===== src/rtl/iter_alu.sv =====
// iter_alu: multi-cycle ALU with valid/ready handshakes on both sides.
// Single-cycle ops (logic, add/sub, shifts, SLTU), illegal opcodes and
// divide-by-zero finish in one cycle. MUL/MULHU/DIVU/REMU iterate one bit
// per cycle over a shared {hi,lo} working register.
module iter_alu #(
  parameter int unsigned WIDTH = 32
) (
  input  logic             clk_i,
  input  logic             rst_ni,
  input  logic             in_valid_i,
  output logic             in_ready_o,
  input  logic [3:0]       alu_control_op_i,
  input  logic [WIDTH-1:0] a_num_i,
  input  logic [WIDTH-1:0] b_num_i,
  output logic             out_valid_o,
  input  logic             out_ready_i,
  output logic [WIDTH-1:0] c_num_o,
  output logic             zero_o,
  output logic             illegal_o
);

  localparam int unsigned CW = $clog2(WIDTH);

  localparam logic [1:0] S_IDLE = 2'b00;
  localparam logic [1:0] S_BUSY = 2'b01;
  localparam logic [1:0] S_DONE = 2'b10;

  localparam logic [3:0] OP_AND   = 4'b0000;
  localparam logic [3:0] OP_OR    = 4'b0001;
  localparam logic [3:0] OP_ADD   = 4'b0010;
  localparam logic [3:0] OP_XOR   = 4'b0011;
  localparam logic [3:0] OP_SLL   = 4'b0100;
  localparam logic [3:0] OP_SRL   = 4'b0101;
  localparam logic [3:0] OP_SUB   = 4'b0110;
  localparam logic [3:0] OP_SLTU  = 4'b0111;
  localparam logic [3:0] OP_MUL   = 4'b1000;
  localparam logic [3:0] OP_MULHU = 4'b1001;
  localparam logic [3:0] OP_DIVU  = 4'b1010;
  localparam logic [3:0] OP_REMU  = 4'b1011;

  localparam logic [CW-1:0] CNT_LAST = CW'(WIDTH - 1);

  logic [1:0]       state_q;
  logic [CW-1:0]    cnt_q;
  // sel_q[1]: divide (else multiply); sel_q[0]: result from hi half (else lo)
  logic [1:0]       sel_q;
  // Multiply: addend (a). Divide: divisor (b).
  logic [WIDTH-1:0] opnd_q;
  // Multiply: {hi,lo} is the product register, lo starts as b.
  // Divide: hi is the partial remainder, lo shifts dividend out / quotient in.
  logic [WIDTH-1:0] hi_q;
  logic [WIDTH-1:0] lo_q;
  logic [WIDTH-1:0] c_q;
  logic             zero_q;
  logic             illegal_q;

  logic [CW-1:0]    shamt;
  logic [WIDTH-1:0] single_res;
  logic             single_ill;
  logic             single_iter;

  logic [WIDTH-1:0] mul_addend;
  logic [WIDTH:0]   mul_sum;
  logic [WIDTH:0]   div_shift;
  logic [WIDTH:0]   div_diff;
  logic             div_ge;
  logic [WIDTH-1:0] hi_nxt;
  logic [WIDTH-1:0] lo_nxt;
  logic [WIDTH-1:0] iter_res;

  assign shamt       = b_num_i[CW-1:0];
  assign in_ready_o  = (state_q == S_IDLE);
  assign out_valid_o = (state_q == S_DONE);
  assign c_num_o     = c_q;
  assign zero_o      = zero_q;
  assign illegal_o   = illegal_q;

  // Decode the request: one-cycle result, or flag that it needs iteration
  always_comb begin
    single_res  = '0;
    single_ill  = 1'b0;
    single_iter = 1'b0;
    case (alu_control_op_i)
      OP_AND:  single_res = a_num_i & b_num_i;
      OP_OR:   single_res = a_num_i | b_num_i;
      OP_ADD:  single_res = a_num_i + b_num_i;
      OP_SUB:  single_res = a_num_i - b_num_i;
      OP_XOR:  single_res = a_num_i ^ b_num_i;
      OP_SLL:  single_res = a_num_i << shamt;
      OP_SRL:  single_res = a_num_i >> shamt;
      OP_SLTU: single_res = {{(WIDTH-1){1'b0}}, (a_num_i < b_num_i)};
      OP_MUL, OP_MULHU: single_iter = 1'b1;
      OP_DIVU: begin
        if (b_num_i == '0) single_res  = '1;
        else               single_iter = 1'b1;
      end
      OP_REMU: begin
        if (b_num_i == '0) single_res  = a_num_i;
        else               single_iter = 1'b1;
      end
      default: single_ill = 1'b1;
    endcase
  end

  // One iteration step: shift-add multiply or restoring shift-subtract divide
  always_comb begin
    mul_addend = lo_q[0] ? opnd_q : '0;
    mul_sum    = {1'b0, hi_q} + {1'b0, mul_addend};
    div_shift  = {hi_q, lo_q[WIDTH-1]};
    div_diff   = div_shift - {1'b0, opnd_q};
    // A set top bit in the shifted remainder already exceeds any divisor;
    // otherwise bit WIDTH of the difference is the borrow.
    div_ge     = div_shift[WIDTH] | ~div_diff[WIDTH];
    if (sel_q[1]) begin
      hi_nxt = div_ge ? div_diff[WIDTH-1:0] : div_shift[WIDTH-1:0];
      lo_nxt = {lo_q[WIDTH-2:0], div_ge};
    end else begin
      hi_nxt = mul_sum[WIDTH:1];
      lo_nxt = {mul_sum[0], lo_q[WIDTH-1:1]};
    end
    iter_res = sel_q[0] ? hi_nxt : lo_nxt;
  end

  // Control FSM, iteration datapath and registered result
  always_ff @(posedge clk_i) begin
    if (!rst_ni) begin
      state_q   <= S_IDLE;
      cnt_q     <= '0;
      sel_q     <= '0;
      opnd_q    <= '0;
      hi_q      <= '0;
      lo_q      <= '0;
      c_q       <= '0;
      zero_q    <= 1'b1;
      illegal_q <= 1'b0;
    end else begin
      case (state_q)
        S_IDLE: begin
          if (in_valid_i) begin
            if (single_iter) begin
              state_q <= S_BUSY;
              cnt_q   <= '0;
              sel_q   <= alu_control_op_i[1:0];
              hi_q    <= '0;
              if (alu_control_op_i[1]) begin
                lo_q   <= a_num_i;
                opnd_q <= b_num_i;
              end else begin
                lo_q   <= b_num_i;
                opnd_q <= a_num_i;
              end
            end else begin
              state_q   <= S_DONE;
              c_q       <= single_res;
              zero_q    <= (single_res == '0);
              illegal_q <= single_ill;
            end
          end
        end
        S_BUSY: begin
          hi_q <= hi_nxt;
          lo_q <= lo_nxt;
          if (cnt_q == CNT_LAST) begin
            state_q   <= S_DONE;
            cnt_q     <= '0;
            c_q       <= iter_res;
            zero_q    <= (iter_res == '0);
            illegal_q <= 1'b0;
          end else begin
            cnt_q <= cnt_q + CW'(1);
          end
        end
        S_DONE: begin
          if (out_ready_i) state_q <= S_IDLE;
        end
        default: state_q <= S_IDLE;
      endcase
    end
  end

endmodule


===== config.mk =====
export PLATFORM = sky130hd
export DESIGN_NAME = iter_alu
export DESIGN_NICKNAME = d
export VERILOG_FILES = /design/src/rtl/iter_alu.sv
export SDC_FILE = /design/constraint.sdc
export NUM_CORES = 1
export LEC_CHECK = 0
export CORE_MARGIN = 8
export CORE_UTILIZATION = 35
export CTS_BUF_LIST = sky130_fd_sc_hd__clkbuf_16
export CTS_CLUSTER_SIZE = 14
export DETAILED_ROUTE_END_ITERATION = 10
export GPL_TIMING_DRIVEN = 0
export PLACE_DENSITY_LB_ADDON = 0.2
export SLEW_MARGIN = 25
export SYNTH_ARGS = -nofsm -noshare
export SYNTH_HDL_FRONTEND = slang
export SYNTH_SLANG_ARGS = --single-unit

===== constraint.sdc =====
create_clock -name clk_i -period 16.35 [get_ports clk_i]
set_input_delay 4.905 -clock clk_i [delete_from_list [all_inputs] [get_ports clk_i]]
set_output_delay 4.905 -clock clk_i [all_outputs]
set_load 0.05 [all_outputs]

==> summary.txt, run 1 <==
Run status
  – Outcome: finished, final reports clean

Worst setup path
  – CP Class: primary input to flop
  – Crit. End Element: flop
  – Critical path's slowest cell: o41ai_2
  – Startpoint Class: primary input
  – Worst path max stage delay: 910 ps
  – Crit path max fanout: 11
  – R2r setup slk: about 11000 ps
  – CP Cell Sequence: clkdlybuf4s50_1 -> inv_1 -> clkbuf_1 -> clkbuf_1 -> ha_1 -> buf_2 -> a21oi_1 -> a2111oi_1 -> or2_1 -> o41ai_2 -> a21oi_1 -> a2111oi_0 -> or4_1 -> nand2_1 -> nand4bb_1 -> nor3_1 -> nand3_1 -> a41oi_2
  – Critical Path RT: between 15000 and 20000 ps
  – Critical path arrival: 11850 ps

GRT
  – GRT overflow: 0
  – All-layer global routing usage: between 30% and 40%
  – Vias in the first global route: 24700
  – Largest net degree at the start of global routing: 17
  – Initial antenna violation count: 8
  – First-pass GRT wire length: between 150000 and 200000 um

Timing
  – Max Slew Vio Count: 0
  – Crit path time final: 11470 ps
  – RSZ-0062 raised after global routing: false
  – Slew margin rel.: roughly 18%
  – Worst-Margin Slew: between 1000 and 1500 ps
  – Fmax: 0.0872 GHz
  – Clock Skew: 17.8 ps
  – Period utilization: 70.2%
  – WHS: 465 ps
  – Fin Setup TNS: 0 ps
  – Hold Fails Final Rpt: 0
  – Final setup viols: 0

Floorplanning
  – Die area: about 70000 um2
  – Die X: 264 um
  – I/O Pins: 108
  – Die Span Y: around 260 um
  – Core ar.: 61300 um2
  – Num rows: 91
  – Starting Density: approximately a third

Detailed routing
  – Routed Antenna Nets: 0
  – DRC Markers: 0
  – Detailed-route via count: 26800
  – Vias/cell: 6.91
  – WL per Instance: 35.6 um
  – WL final: 138000 um
  – Drt initial violations: 4145
  – DR pass1 iterations: 7

Power and ir drop
  – Max IR drop VDD: 0.0810 mV
  – Pwr Total: 1.58 mW
  – Power per cell area: between 60 and 70 nW/um2
  – Leak: 9.84 nW

Synthesis
  – Top cells by count, synth: nand2_1 (272), nor2_1 (248), a21oi_1 (245)
  – Register bit total from synthesis: 139
  – Gate Count Post-Synth: 2946
  – Post-synthesis instance area: 21500 um2
  – Synth warnings: 0
  – Post-synth top flop: dfxtp_1
  – Seq/Total Area, Yosys: about an eighth
  – Syn avg cell area: between 7 and 8 um2
  – Share of the synthesized area in the top cell type: 12.9%
  – Mapped Nets: approximately 3200
  – Synth top area cells: dfxtp_1 (13%), ha_1 (10%), a21oi_1 (5.7%), mux2i_1 (5.4%), nand2_1 (4.7%)
  – Post-synth EDFFs: 0
  – Async set-or-reset flop fraction in the synthesized netlist: 0%
  – Most frequent cell after synthesis: nand2_1
  – Post-synth cell types: 102
  – Cell taking the most area after synthesis: dfxtp_1

Layout
  – NumNets Final: between 3000 and 4000
  – Share of layout cells above drive strength 1: 6.71%
  – Final Non-Filler Cells: 3880
  – Synth-to-Final Area Change: 12.7%
  – Post-route cell area: ~24000 um2
  – Layout fillers: 6565

Clock tree
  – Clock buffer depth: 2
  – Reg clk slew, reported paths: 70 ps
  – CTS sink cnt: 139
  – CTS tree: built
  – Resized Gates After CTS: 0
  – Worst-skew pair later-pin latency: 460 ps
  – H-tree Lvls: 4
  – Total CTS buffers: 17
  – Hold_buf cts: 0
  – Post-CTS setup buffer count: 0
  – CTS root buffer: clkbuf_16

Hold path
  – Worst Hold Class: flop to flop

Placed design
  – DP Cell Count: around 3800
  – HPWL after DPL: 113000 um
  – Area after DPL: around 24000 um2
  – Buffers on Ports: 106
  – GPL Wtd Cong: 1.08

Job
  – Max Cap Violations: 0
## state kept, by name, summed over array words and instances, names as in the netlist
name and cells:
c_num_o 32, hi_q 32, state_q 2, lo_q 32, sel_q 2, illegal_o 1
opnd_q 32, cnt_q 5, zero_o 1
## layer usage
layer	GRT usage [%]	up-vias	routed length [um]
li1	-	11200	-
met1	52.9	13200	59200
met2	53.0	2042	54500
met3	11.9	333	17900
met4	14.3	14	6450
met5	0	-	108
## path summary, 6_finish.rpt
| kind | from | end | depth (start not counted) |
|---|---|---|---|
| worst max register to register | lo_q[0]$_SDFFE_PN0P_ | zero_o$_SDFFE_PN1P_ | 15 |
| worst max-delay path | b_num_i[2] | zero_o$_SDFFE_PN1P_ | 18 |
| worst min-delay path | c_num_o[17]$_SDFFE_PN0P_ | c_num_o[17]$_SDFFE_PN0P_ | 2 |
| worst min register to register | c_num_o[17]$_SDFFE_PN0P_ | c_num_o[17]$_SDFFE_PN0P_ | 2 |
## layout make-up
cell class | instances | area (um2) | area share, %
diodes | 3 | 7.51 | 0.0310
plain buffers | 228 | 1040 | 4.29
clock buffers | 17 | 425 | 1.76
clock inverters | 15 | 176 | 0.728
inverters | 165 | 619 | 2.56
multi-input cells | 2414 | 17100 | 70.6
flip-flops and latches | 139 | 2780 | 11.5
well taps | 790 | 988 | 4.08
repair buffers | 109 | 1080 | 4.45
## critical path: cells and delay by family
| family | cells | cell delay [ps] |
|---|---|---|
| buffers and inverters | 5 | 2240 |
| AND/OR/NAND/NOR | 6 | 1650 |
| AO/OA/AOI/OAI | 6 | 2670 |
| adder cells (fa/ha/maj) | 1 | 360 |
## per-stage QoR
| stage | util, % | setup slack, ps |
|---|---|---|
| after global routing | 39.5 | 4700 |
| after global placement | 38.4 | 4390 |
| after detailed placement | 38.5 | 4650 |
| after CTS | 39.5 | 5110 |
| after floorplan | - | 7610 |
| final | 39.5 | 4880 |
## cell usage in the layout (no fill, tap or decap), drive strengths merged, types with 106 or more instances in the layout
cell / netlist / routed
o21ai: 150 / 150
mux2i: 119 / 119
inv: 162 / 170
dfxtp: 139 / 139
nor2: 248 / 248
nand2: 272 / 272
a21oi: 245 / 245
clkbuf: 165 / 182
clkdlybuf4s50: 0 / 106
ha: 171 / 171
## report_power, final
part / switching [mW] / internal (mW) / total, mW
sequential: 0.0179 / 0.356 / 0.374
combinational: 0.552 / 0.237 / 0.789
clock: 0.184 / 0.231 / 0.415
total: 0.754 / 0.823 / 1.58
## cells by family after synthesis
group / Yosys count / share of synthesized area [%]
compound gates: 1017 / 32.8
simple gates: 939 / 21.1
buf+inv: 393 / 7.71
mux: 211 / 12.2
fa+ha+maj: 175 / 10.3
flops: 139 / 12.9
xor+xnor: 72 / 2.93
(Power assumes the default switching activity.)
==> run 2: changes to the inputs <==
==> constraint.sdc (replaced) <==
create_clock -name clk_i -period 10.5 [get_ports clk_i]
set_input_delay 3.15 -clock clk_i [delete_from_list [all_inputs] [get_ports clk_i]]
set_output_delay 3.15 -clock clk_i [all_outputs]
set_load 0.05 [all_outputs]
==> results of run 2 <==
Same layout as run 1 (identical final DEF). Status: finished, final reports clean.
Main changes from that run: setup slack after placement 4650 ps -> 558 ps; setup slack after layout 4880 ps -> 783 ps; register-to-register setup slack 10750 ps -> 4900 ps; total power 1.58 mW -> 2.46 mW; worst IR drop on VDD 0.0810 mV -> 0.126 mV
